File: src/rtl/lcd_capture_if.sv
// Video strobe inputs from the gameboy core plus framebuffer write and status outputs.
// The video source / testbench uses master; lcd_capture uses slave.
interface lcd_capture_if #(
  parameter int AW = 13
) ();
  logic          cap_enable;
  logic          clear_err;
  logic [1:0]    pixel_data;
  logic          pixel_clock;
  logic          pixel_latch;
  logic          hsync;
  logic          vsync;
  logic [AW-1:0] fb_addr;
  logic [7:0]    fb_data;
  logic          fb_we;
  logic          frame_done;
  logic [7:0]    frame_count;
  logic          line_err;
  logic          frame_err;

  modport master (
    output cap_enable, clear_err, pixel_data, pixel_clock, pixel_latch, hsync, vsync,
    input  fb_addr, fb_data, fb_we, frame_done, frame_count, line_err, frame_err
  );

  modport slave (
    input  cap_enable, clear_err, pixel_data, pixel_clock, pixel_latch, hsync, vsync,
    output fb_addr, fb_data, fb_we, frame_done, frame_count, line_err, frame_err
  );
endinterface

File: src/rtl/lcd_capture.sv
// Packs gameboy video (2bpp, 4 px/byte) into framebuffer byte writes; counts frames, flags bad lines/frames.
// Write strobe is registered 1 cycle after the sampling edge; no backpressure, the sink must accept every write.
module lcd_capture #(
  parameter int H_PIXELS = 160,
  parameter int V_LINES  = 144,
  parameter int AW       = 13
) (
  input  logic         clock,
  input  logic         reset,
  lcd_capture_if.slave bus
);
  localparam int HB = H_PIXELS / 4;
  localparam int PW = $clog2(H_PIXELS + 1);
  localparam int LW = $clog2(V_LINES + 1);

  typedef enum logic [1:0] {S_IDLE, S_LINE, S_HBLANK, S_DONE} state_t;

  state_t        r_state, w_state_n;
  logic          r_pclk_q, r_lend_q, r_vs_q;
  logic          w_px_rise, w_lend_rise, w_vs_rise;
  logic [LW-1:0] r_line, w_line_n;
  logic [PW-1:0] r_px, w_px_n, w_px_t;
  logic [7:0]    r_pack, w_pack_n, w_pack_t;
  logic          r_fb_we, w_fb_we_n;
  logic [AW-1:0] r_fb_addr, w_fb_addr_n;
  logic [7:0]    r_fb_data, w_fb_data_n;
  logic          r_frame_done, w_frame_done_n;
  logic [7:0]    r_frame_count, w_frame_count_n;
  logic          r_line_err, w_line_err_n;
  logic          r_frame_err, w_frame_err_n;
  logic [AW-1:0] w_base;

  assign w_px_rise   = bus.pixel_clock & ~r_pclk_q;
  assign w_lend_rise = (bus.hsync | bus.pixel_latch) & ~r_lend_q;
  assign w_vs_rise   = bus.vsync & ~r_vs_q;
  assign w_base      = AW'(r_line) * AW'(HB);

  always_comb begin
    w_state_n       = r_state;
    w_line_n        = r_line;
    w_px_n          = r_px;
    w_pack_n        = r_pack;
    w_px_t          = r_px;
    w_pack_t        = r_pack;
    w_fb_we_n       = 1'b0;
    w_fb_addr_n     = r_fb_addr;
    w_fb_data_n     = r_fb_data;
    w_frame_done_n  = 1'b0;
    w_frame_count_n = r_frame_count;
    // clear first so that an error raised this cycle overrides the clear
    w_line_err_n    = r_line_err & ~bus.clear_err;
    w_frame_err_n   = r_frame_err & ~bus.clear_err;

    if (!bus.cap_enable) begin
      w_state_n = S_IDLE;
    end else if (w_vs_rise) begin
      if (r_state == S_LINE || r_state == S_HBLANK) w_frame_err_n = 1'b1;
      w_line_n  = '0;
      w_px_n    = '0;
      w_pack_n  = '0;
      w_state_n = S_LINE;
    end else begin
      case (r_state)
        S_LINE, S_HBLANK: begin
          if (w_px_rise) begin
            if (r_state == S_LINE) begin
              w_pack_t = {r_pack[5:0], bus.pixel_data};
              w_px_t   = r_px + PW'(1);
              if (w_px_t[1:0] == 2'b00) begin
                w_fb_we_n   = 1'b1;
                w_fb_addr_n = w_base + AW'(r_px >> 2);
                w_fb_data_n = w_pack_t;
              end
              if (w_px_t == PW'(H_PIXELS)) w_state_n = S_HBLANK;
            end else begin
              w_line_err_n = 1'b1;
            end
          end
          w_pack_n = w_pack_t;
          w_px_n   = w_px_t;
          // a same-cycle pixel is already folded into w_px_t/w_pack_t
          if (w_lend_rise) begin
            if (r_state == S_LINE && w_px_t != PW'(H_PIXELS)) begin
              w_line_err_n = 1'b1;
              if (w_px_t[1:0] != 2'b00) begin
                w_fb_we_n   = 1'b1;
                w_fb_addr_n = w_base + AW'(w_px_t >> 2);
                case (w_px_t[1:0])
                  2'd1:    w_fb_data_n = {w_pack_t[1:0], 6'b0};
                  2'd2:    w_fb_data_n = {w_pack_t[3:0], 4'b0};
                  default: w_fb_data_n = {w_pack_t[5:0], 2'b0};
                endcase
              end
            end
            w_px_n   = '0;
            w_line_n = r_line + LW'(1);
            if (r_line == LW'(V_LINES - 1)) begin
              w_frame_done_n  = 1'b1;
              w_frame_count_n = r_frame_count + 8'd1;
              w_state_n       = S_DONE;
            end else begin
              w_state_n = S_LINE;
            end
          end
        end
        S_DONE: begin
          if (w_px_rise) w_frame_err_n = 1'b1;
        end
        default: ;
      endcase
    end
  end

  always_ff @(posedge clock) begin
    if (reset) begin
      r_state       <= S_IDLE;
      r_pclk_q      <= 1'b0;
      r_lend_q      <= 1'b0;
      r_vs_q        <= 1'b0;
      r_line        <= '0;
      r_px          <= '0;
      r_pack        <= '0;
      r_fb_we       <= 1'b0;
      r_fb_addr     <= '0;
      r_fb_data     <= '0;
      r_frame_done  <= 1'b0;
      r_frame_count <= '0;
      r_line_err    <= 1'b0;
      r_frame_err   <= 1'b0;
    end else begin
      r_state       <= w_state_n;
      r_pclk_q      <= bus.pixel_clock;
      r_lend_q      <= bus.hsync | bus.pixel_latch;
      r_vs_q        <= bus.vsync;
      r_line        <= w_line_n;
      r_px          <= w_px_n;
      r_pack        <= w_pack_n;
      r_fb_we       <= w_fb_we_n;
      r_fb_addr     <= w_fb_addr_n;
      r_fb_data     <= w_fb_data_n;
      r_frame_done  <= w_frame_done_n;
      r_frame_count <= w_frame_count_n;
      r_line_err    <= w_line_err_n;
      r_frame_err   <= w_frame_err_n;
    end
  end

  assign bus.fb_we       = r_fb_we;
  assign bus.fb_addr     = r_fb_addr;
  assign bus.fb_data     = r_fb_data;
  assign bus.frame_done  = r_frame_done;
  assign bus.frame_count = r_frame_count;
  assign bus.line_err    = r_line_err;
  assign bus.frame_err   = r_frame_err;
endmodule

File: src/flat_wrapper.sv
// flat-port wrapper written by rule: the top's interface ports become plain ports
module lcd_capture_flat 
#(
  parameter int H_PIXELS = 160,
  parameter int V_LINES  = 144,
  parameter int AW       = 13
)
  (clock, reset, bus_cap_enable, bus_clear_err, bus_pixel_data, bus_pixel_clock, bus_pixel_latch, bus_hsync, bus_vsync, bus_fb_addr, bus_fb_data, bus_fb_we, bus_frame_done, bus_frame_count, bus_line_err, bus_frame_err);
  lcd_capture_if #(.AW(AW)) bus_i ();
  input  logic clock;
  input  logic reset;
  input wire logic [$bits(bus_i.cap_enable)-1:0] bus_cap_enable;
  input wire logic [$bits(bus_i.clear_err)-1:0] bus_clear_err;
  input wire logic [$bits(bus_i.pixel_data)-1:0] bus_pixel_data;
  input wire logic [$bits(bus_i.pixel_clock)-1:0] bus_pixel_clock;
  input wire logic [$bits(bus_i.pixel_latch)-1:0] bus_pixel_latch;
  input wire logic [$bits(bus_i.hsync)-1:0] bus_hsync;
  input wire logic [$bits(bus_i.vsync)-1:0] bus_vsync;
  output wire logic [$bits(bus_i.fb_addr)-1:0] bus_fb_addr;
  output wire logic [$bits(bus_i.fb_data)-1:0] bus_fb_data;
  output wire logic [$bits(bus_i.fb_we)-1:0] bus_fb_we;
  output wire logic [$bits(bus_i.frame_done)-1:0] bus_frame_done;
  output wire logic [$bits(bus_i.frame_count)-1:0] bus_frame_count;
  output wire logic [$bits(bus_i.line_err)-1:0] bus_line_err;
  output wire logic [$bits(bus_i.frame_err)-1:0] bus_frame_err;
  assign bus_i.cap_enable = bus_cap_enable;
  assign bus_i.clear_err = bus_clear_err;
  assign bus_i.pixel_data = bus_pixel_data;
  assign bus_i.pixel_clock = bus_pixel_clock;
  assign bus_i.pixel_latch = bus_pixel_latch;
  assign bus_i.hsync = bus_hsync;
  assign bus_i.vsync = bus_vsync;
  assign bus_fb_addr = bus_i.fb_addr;
  assign bus_fb_data = bus_i.fb_data;
  assign bus_fb_we = bus_i.fb_we;
  assign bus_frame_done = bus_i.frame_done;
  assign bus_frame_count = bus_i.frame_count;
  assign bus_line_err = bus_i.line_err;
  assign bus_frame_err = bus_i.frame_err;
  lcd_capture #(.H_PIXELS(H_PIXELS), .V_LINES(V_LINES), .AW(AW)) u_core (.clock(clock), .reset(reset), .bus(bus_i));
endmodule
File: config.mk
export PLATFORM = sky130hd
export DESIGN_NAME = lcd_capture_flat
export DESIGN_NICKNAME = d
export VERILOG_FILES = /design/src/rtl/lcd_capture_if.sv /design/src/rtl/lcd_capture.sv /design/src/flat_wrapper.sv
export SDC_FILE = /design/constraint.sdc
export NUM_CORES = 1
export LEC_CHECK = 0
export BUFFER_PORTS_ARGS = -buffer_cell sky130_fd_sc_hd__buf_2
export CORE_MARGIN = 2
export CORE_UTILIZATION = 40
export DETAILED_ROUTE_END_ITERATION = 10
export HOLD_SLACK_MARGIN = 0.03
export SYNTH_ARGS = -nofsm -noshare
export SYNTH_HDL_FRONTEND = slang
export SYNTH_SLANG_ARGS = --single-unit
export TNS_END_PERCENT = 10
File: constraint.sdc
create_clock -name clock -period 4.06 [get_ports clock]
set_clock_uncertainty 0.05 [all_clocks]
set_input_delay 0.203 -clock clock [delete_from_list [all_inputs] [get_ports clock]]
set_output_delay 0.203 -clock clock [all_outputs]
set_load 0.05 [all_outputs]
* Word-level counts from Yosys, hierarchy flattened *
Cells that the tools add are included.

word-level totals
  bits in registers = 60
  input bits = 10
  output and inout port bits = 33
  word-level logic and storage cells = 120

cells by class
  add/subtract/negate cells = 5
  multiply operators = 1
  equality and inequality tests = 8
  multiplexer cells = 54
  bitwise gates (word level) = 14
  reduce and logical (&&, ||, !) cells = 23

operator list
  operator                                                                count
  8-bit 2-to-1 mux                                                        17
  13-bit 2-to-1 mux                                                       6
  13-bit by 6-bit adder with 13-bit output                                2
  8-bit by 1-bit adder with 8-bit output (second input constant)          3
  6-bit 2-to-1 mux                                                        4
  1-bit 2-to-1 mux                                                        21
  8-bit equality test (second input constant)                             2
  8-bit one-hot mux with 2 select lines                                   1
  2-bit nonzero test                                                      6
  8-bit by 3-bit multiplier with 10-bit output (second input constant)    1
  2-bit 2-to-1 mux                                                        5
  3-bit nonzero test                                                      3
  8-bit != test (second input constant)                                   1
  1-bit inverter                                                          8
  4-bit AND reduction                                                     2
  2-bit equality test (second input constant)                             3
  3-bit AND reduction                                                     2
  1-bit bitwise AND                                                       5
  5-bit AND reduction                                                     1
  5-bit OR reduction                                                      1
  2-bit by 1-bit equality test with 1-bit output (second input constant)  2
  2-bit OR reduction                                                      2
  4-bit OR reduction                                                      1
  3-bit OR reduction                                                      1
  other kinds (5)                                                         5

* Longest topological paths before layout *
  word-level depth = 13
  depth in mapped cells = 14
  gate-level depth less buffers = 14

* Worst setup path before layout *
Ideal clock, no wire load.

  kind = reg2reg
  from = register u_core.r_state[1]
  to = register u_core.r_fb_addr[9], in the netlist u_core.bus.fb_addr[9]
  library setup time = 0.117 ns
  arrival = 2.800 ns
  required time = 3.893 ns
  path slack = 1.093 ns
  stages on the path, launching flop included = 15
  buffers on the path = 0
  period minus slack after synthesis = 2.967 ns
  cells stage by stage = dfxtp_1 inv_1 ha_1 nand3b_1 nor3_2 xor2_1 ha_1 inv_1 fa_1 nor2b_1 o21ai_0 nor3_1 xnor2_1 a211oi_1 a32o_1

between the ends
  longest elaborated chain between the ends = 10
  elaborated cells on any way between the ends = 18
  those cells by class = 1 x add/sub; 3 x eq/ne; 10 x mux; 4 x reduce/logical

ends and longest elaborated chain
  what                                                              line                                                     text
  from (decl)                                                       lcd_capture.sv:18                                        state_t r_state, w_state_n;
  from (signal assigned)                                            lcd_capture.sv:131                                       r_state <= w_state_n;
  2-bit by 1-bit equality test with 1-bit output                    lcd_capture.sv:63, lcd_capture.sv:66, lcd_capture.sv:83
  8-bit 2-to-1 mux                                                  lcd_capture.sv:66                                        if (r_state == S_LINE) begin
  8-bit 2-to-1 mux                                                  lcd_capture.sv:65                                        if (w_px_rise) begin
  8-bit 2-to-1 mux                                                  lcd_capture.sv:63                                        case (r_state)
  8-bit 2-to-1 mux                                                  lcd_capture.sv:56                                        end else if (w_vs_rise) begin
  8-bit 2-to-1 mux                                                  lcd_capture.sv:54                                        if (!bus.cap_enable) begin
  13-bit by 6-bit adder with 13-bit output (tied with other cells)  lcd_capture.sv:87                                        w_fb_addr_n = w_base + AW'(w_px_t >> 2);
  13-bit 2-to-1 mux / 1-bit logical AND (equally long branches)     lcd_capture.sv:85, lcd_capture.sv:83
  13-bit 2-to-1 mux                                                 lcd_capture.sv:83                                        if (r_state == S_LINE && w_px_t != PW'(H_PIXELS)) begin
  13-bit 2-to-1 mux                                                 lcd_capture.sv:82                                        if (w_lend_rise) begin
  to (signal assigned)                                              lcd_capture.sv:139                                       r_fb_addr <= w_fb_addr_n;
  to (decl)                                                         lcd_capture.sv:25                                        logic [AW-1:0] r_fb_addr, w_fb_addr_n;

Several ways; a longest one is shown, not always the timed one. The select of a mux whose other input is x is not followed.
A chain may end at the register's enable or synchronous reset.

* Worst setup path in the final report *
  from = register u_core.r_state[1]
  to = register u_core.r_fb_addr[11], in the netlist u_core.bus.fb_addr[11]

The elaborated chain is that of the path after synthesis.

==> results_dict.tcl <==
set metrics [dict create \
    fill_cells 941 \
    hold_viol_final 0 \
    die_h_um 101.9 \
    synth_edf_count 0 \
    routabilityCongestion 0.8696 \
    wl_met1_mm 4.641 \
    port_buffers 42 \
    htree_num_levels 3 \
    drive_gt1_frac 0.1537 \
    synth.distinct_cells 65 \
    nets 548 \
    via_per_inst 5.523 \
    dr.pass1.iters 5 \
    clk_pin_slew_ns 0.07 \
    num_antenna_cells 0 \
    ir_drop_v 0.0001900 \
    synth_top_family_by_area "simple AND/OR/NAND/NOR gates" \
    grt_max_degree 54 \
    grt_pass1_wl_mm 15.78 \
    tns_ns 0 \
    drc 0 \
    cp_cell_sequence "inv_1 > ha_1 > and3b_1 > mux2i_1 > ha_1 > nand2b_1 > nand2b_1 > nand2_4 > nor2_1 > o21ai_0 > a31oi_1" \
    status "complete, no violations" \
    synth_area_mm2 0.003835 \
    maxCapViolations 0 \
    cp_slowest_cell "nand2b_1" \
    top_layer "met4" \
    place_inst 627 \
    grt_overflow 0 \
    min_period_ns 3.378 \
    yosys_warnings 0 \
    syn_nets 511 \
    die_w_um 101.9 \
    rows 35 \
    crit_type "flip-flop to flip-flop" \
    area_delta_synth_final_pct 14.71 \
    finalWorstSetupSlack_ns 0.6820 \
    worstPathMaxFanout 17 \
    totalWireLength_mm 9.667 \
    ys_seq_area_frac 0.3132 \
    postLayoutCoreUtil 0.4739 \
    start_kind "flip-flop" \
    dieArea_mm2 0.01039 \
    async_flop_share 0 \
    syn_inst 472 \
    yosys.area_share.simple 0.2411 \
    coreArea_mm2 0.009284 \
    track_usage 0.1945 \
    layout_worst_path_cycle_share 0.8320 \
    cts_resized 0 \
    critPathMaxStageDelay_ns 0.64 \
    met2_length_mm 4.294 \
    ys.flop_type "dfxtp_1" \
    timing.fmax_mhz 296.0 \
    design_area_mm2 0.004399 \
    cts_root_buffer "clkbuf_8" \
    cts_buffer_depth 2 \
    hold_buffers 0 \
    vias 3551 \
    power_density_mw_per_mm2 302.4 \
    setup_viol 0 \
    synth_adder_area_share 0.1005 \
    placed_cell_area_mm2 0.004150 \
    ys_ff_latch 60 \
    post_cts_buffers 0 \
    cts_buffers 9 \
    final_cells 643 \
    wl_per_cell_um 15.03 \
    route.met3.wl_um 501 \
    tightest_slew_ns 0.8423 \
    p_leak_nw 1.719 \
    syn_avg_cell_area_um2 8.125 \
    synthMuxAreaShare 0.01631 \
    place_worst_setup_slack_ns 0.7043 \
    required_ns 4.27 \
    max_slew_margin 0.4326 \
    ant_nets 0 \
    p_total_mw 1.330 \
    rsz0062_at_grt "false" \
    whs_ns 0.05359 \
    clk_latency_ns 0.34 \
    clkSinkCount 60 \
    arrival_ns 3.59 \
    io_pins 43 \
    grt_pass1_vias 3222 \
    initial_utilization 0.4131 \
    initialDrtViolationCount 182 \
    hpwlAfterDp_mm 7.005 \
    synth_compound_area_frac 0.2261 \
    cp-end-kind "flip-flop" \
    cts_tree "done" \
    drv_slew 0 \
    hold_path_class "input pin to flip-flop" \
    antenna_found_initial 0 \
    synth_xor_xnor_area_share 0.06166 \
]
## Yosys cell counts (4+ instances only)
master	instances	share of area
nor2b_1	10	0.016
inv_1	17	0.017
a211oi_1	11	0.022
and2_1	4	0.0065
nand2b_1	7	0.011
o211ai_1	7	0.014
a31oi_1	7	0.011
mux2i_1	4	0.010
nor2_1	67	0.066
a21oi_1	28	0.037
o22ai_1	5	0.0082
clkbuf_1	11	0.011
buf_2	9	0.012
xnor2_1	15	0.034
nand4_1	6	0.0098
dfxtp_1	60	0.31
nand2_1	34	0.033
nor4_1	6	0.0098
nor3b_1	4	0.0078
a21o_1	4	0.0078
ha_1	26	0.085
nor3_1	9	0.012
a32oi_1	4	0.0091
o21ai_1	4	0.0052
xor2_1	12	0.027
o21ai_0	21	0.027
nand3_1	12	0.016
a22oi_1	12	0.023
and3_1	4	0.0065
## power by group
| group | internal, mW | switching, mW | total (mW) | leakage, nW |
|---|---|---|---|---|
| clock network | 0.425 | 0.252 | 0.677 | 0.122 |
| registers | 0.591 | 0.00197 | 0.593 | 0.484 |
| logic | 0.0168 | 0.0438 | 0.0606 | 1.11 |
| total | 1.03 | 0.298 | 1.33 | 1.72 |
## layout make-up
| type | instances | area, um2 | area share |
|---|---|---|---|
| inverter | 19 | 71.32 | 0.01621 |
| multi-input combinational | 373 | 2476 | 0.5629 |
| clock inverter | 6 | 111.4 | 0.02531 |
| sequential | 60 | 1201 | 0.2730 |
| tap | 129 | 161.4 | 0.03669 |
| timing repair buffer | 46 | 240.2 | 0.05461 |
| clock buffer | 10 | 137.6 | 0.03129 |
## layer usage
layer  track usage  vias to the layer above
met5             0                        -
met4       0.07487                        0
met3       0.04788                       14
met2        0.2961                      107
met1        0.2663                     1644
li1              -                     1786
## flip-flops by register name, summed over array words and instances (netlist names)
| name | flops |
|---|---|
| u_core.bus.frame_done | 1 |
| u_core.bus.fb_addr | 13 |
| u_core.r_pclk_q | 1 |
| u_core.r_px | 8 |
| u_core.bus.frame_count | 8 |
| u_core.bus.fb_data | 8 |
| u_core.bus.line_err | 1 |
| u_core.r_line | 8 |
| u_core.r_lend_q | 1 |
| u_core.r_vs_q | 1 |
| u_core.bus.frame_err | 1 |
| u_core.r_state | 2 |
| u_core.r_pack | 6 |
| u_core.bus.fb_we | 1 |
## path summary, 6_finish.rpt
| path | start | endpoint | slack, ns | cells past startpoint |
|---|---|---|---|---|
| setup / recovery | u_core.r_state[1]$_SDFFE_PP0P_ | u_core.bus.fb_addr[11]$_SDFFE_PP0P_ | 0.68 | 11 |
| hold / removal | bus_hsync | u_core.r_lend_q$_SDFF_PP0_ | 0.05 | 3 |
| setup reg to reg | u_core.r_state[1]$_SDFFE_PP0P_ | u_core.bus.fb_addr[11]$_SDFFE_PP0P_ | 0.68 | 11 |
| hold reg to reg | u_core.bus.fb_addr[6]$_SDFFE_PP0P_ | u_core.bus.fb_addr[6]$_SDFFE_PP0P_ | 0.40 | 2 |
## layout by cell type (no fill, tap or decap), types with 9 or more instances in the layout
cell type and instances:
nor2_1 67, dfxtp_1 60, buf_2 42, nand2_1 34, a21oi_1 28, ha_1 26
o21ai_0 21, inv_1 17, xnor2_1 15, nand3_1 12, xor2_1 12, a22oi_1 12
a211oi_1 11, nor2b_1 10, clkbuf_8 10, nor3_1 9
## cells by family (layout without fill, tap and decap cells)
| kind of cell | count (synthesis) | in the layout |
|---|---|---|
| simple gates | 183 | 183 |
| compound gates | 128 | 128 |
| flops | 60 | 60 |
| buf+inv | 39 | 81 |
| fa+ha+maj | 29 | 29 |
| xor+xnor | 27 | 27 |
| mux | 6 | 6 |
## critical path: cells and delay by family, from the launching register on
kind	cells	cell delay, ns
AO/OA/AOI/OAI	2	0.32
adder cells (fa/ha/maj)	2	0.44
buffers and inverters	1	0.05
flip-flops	1	0.33
multiplexers	1	0.40
AND/OR/NAND/NOR	5	1.71
Power figures use the tool's default switching activity.
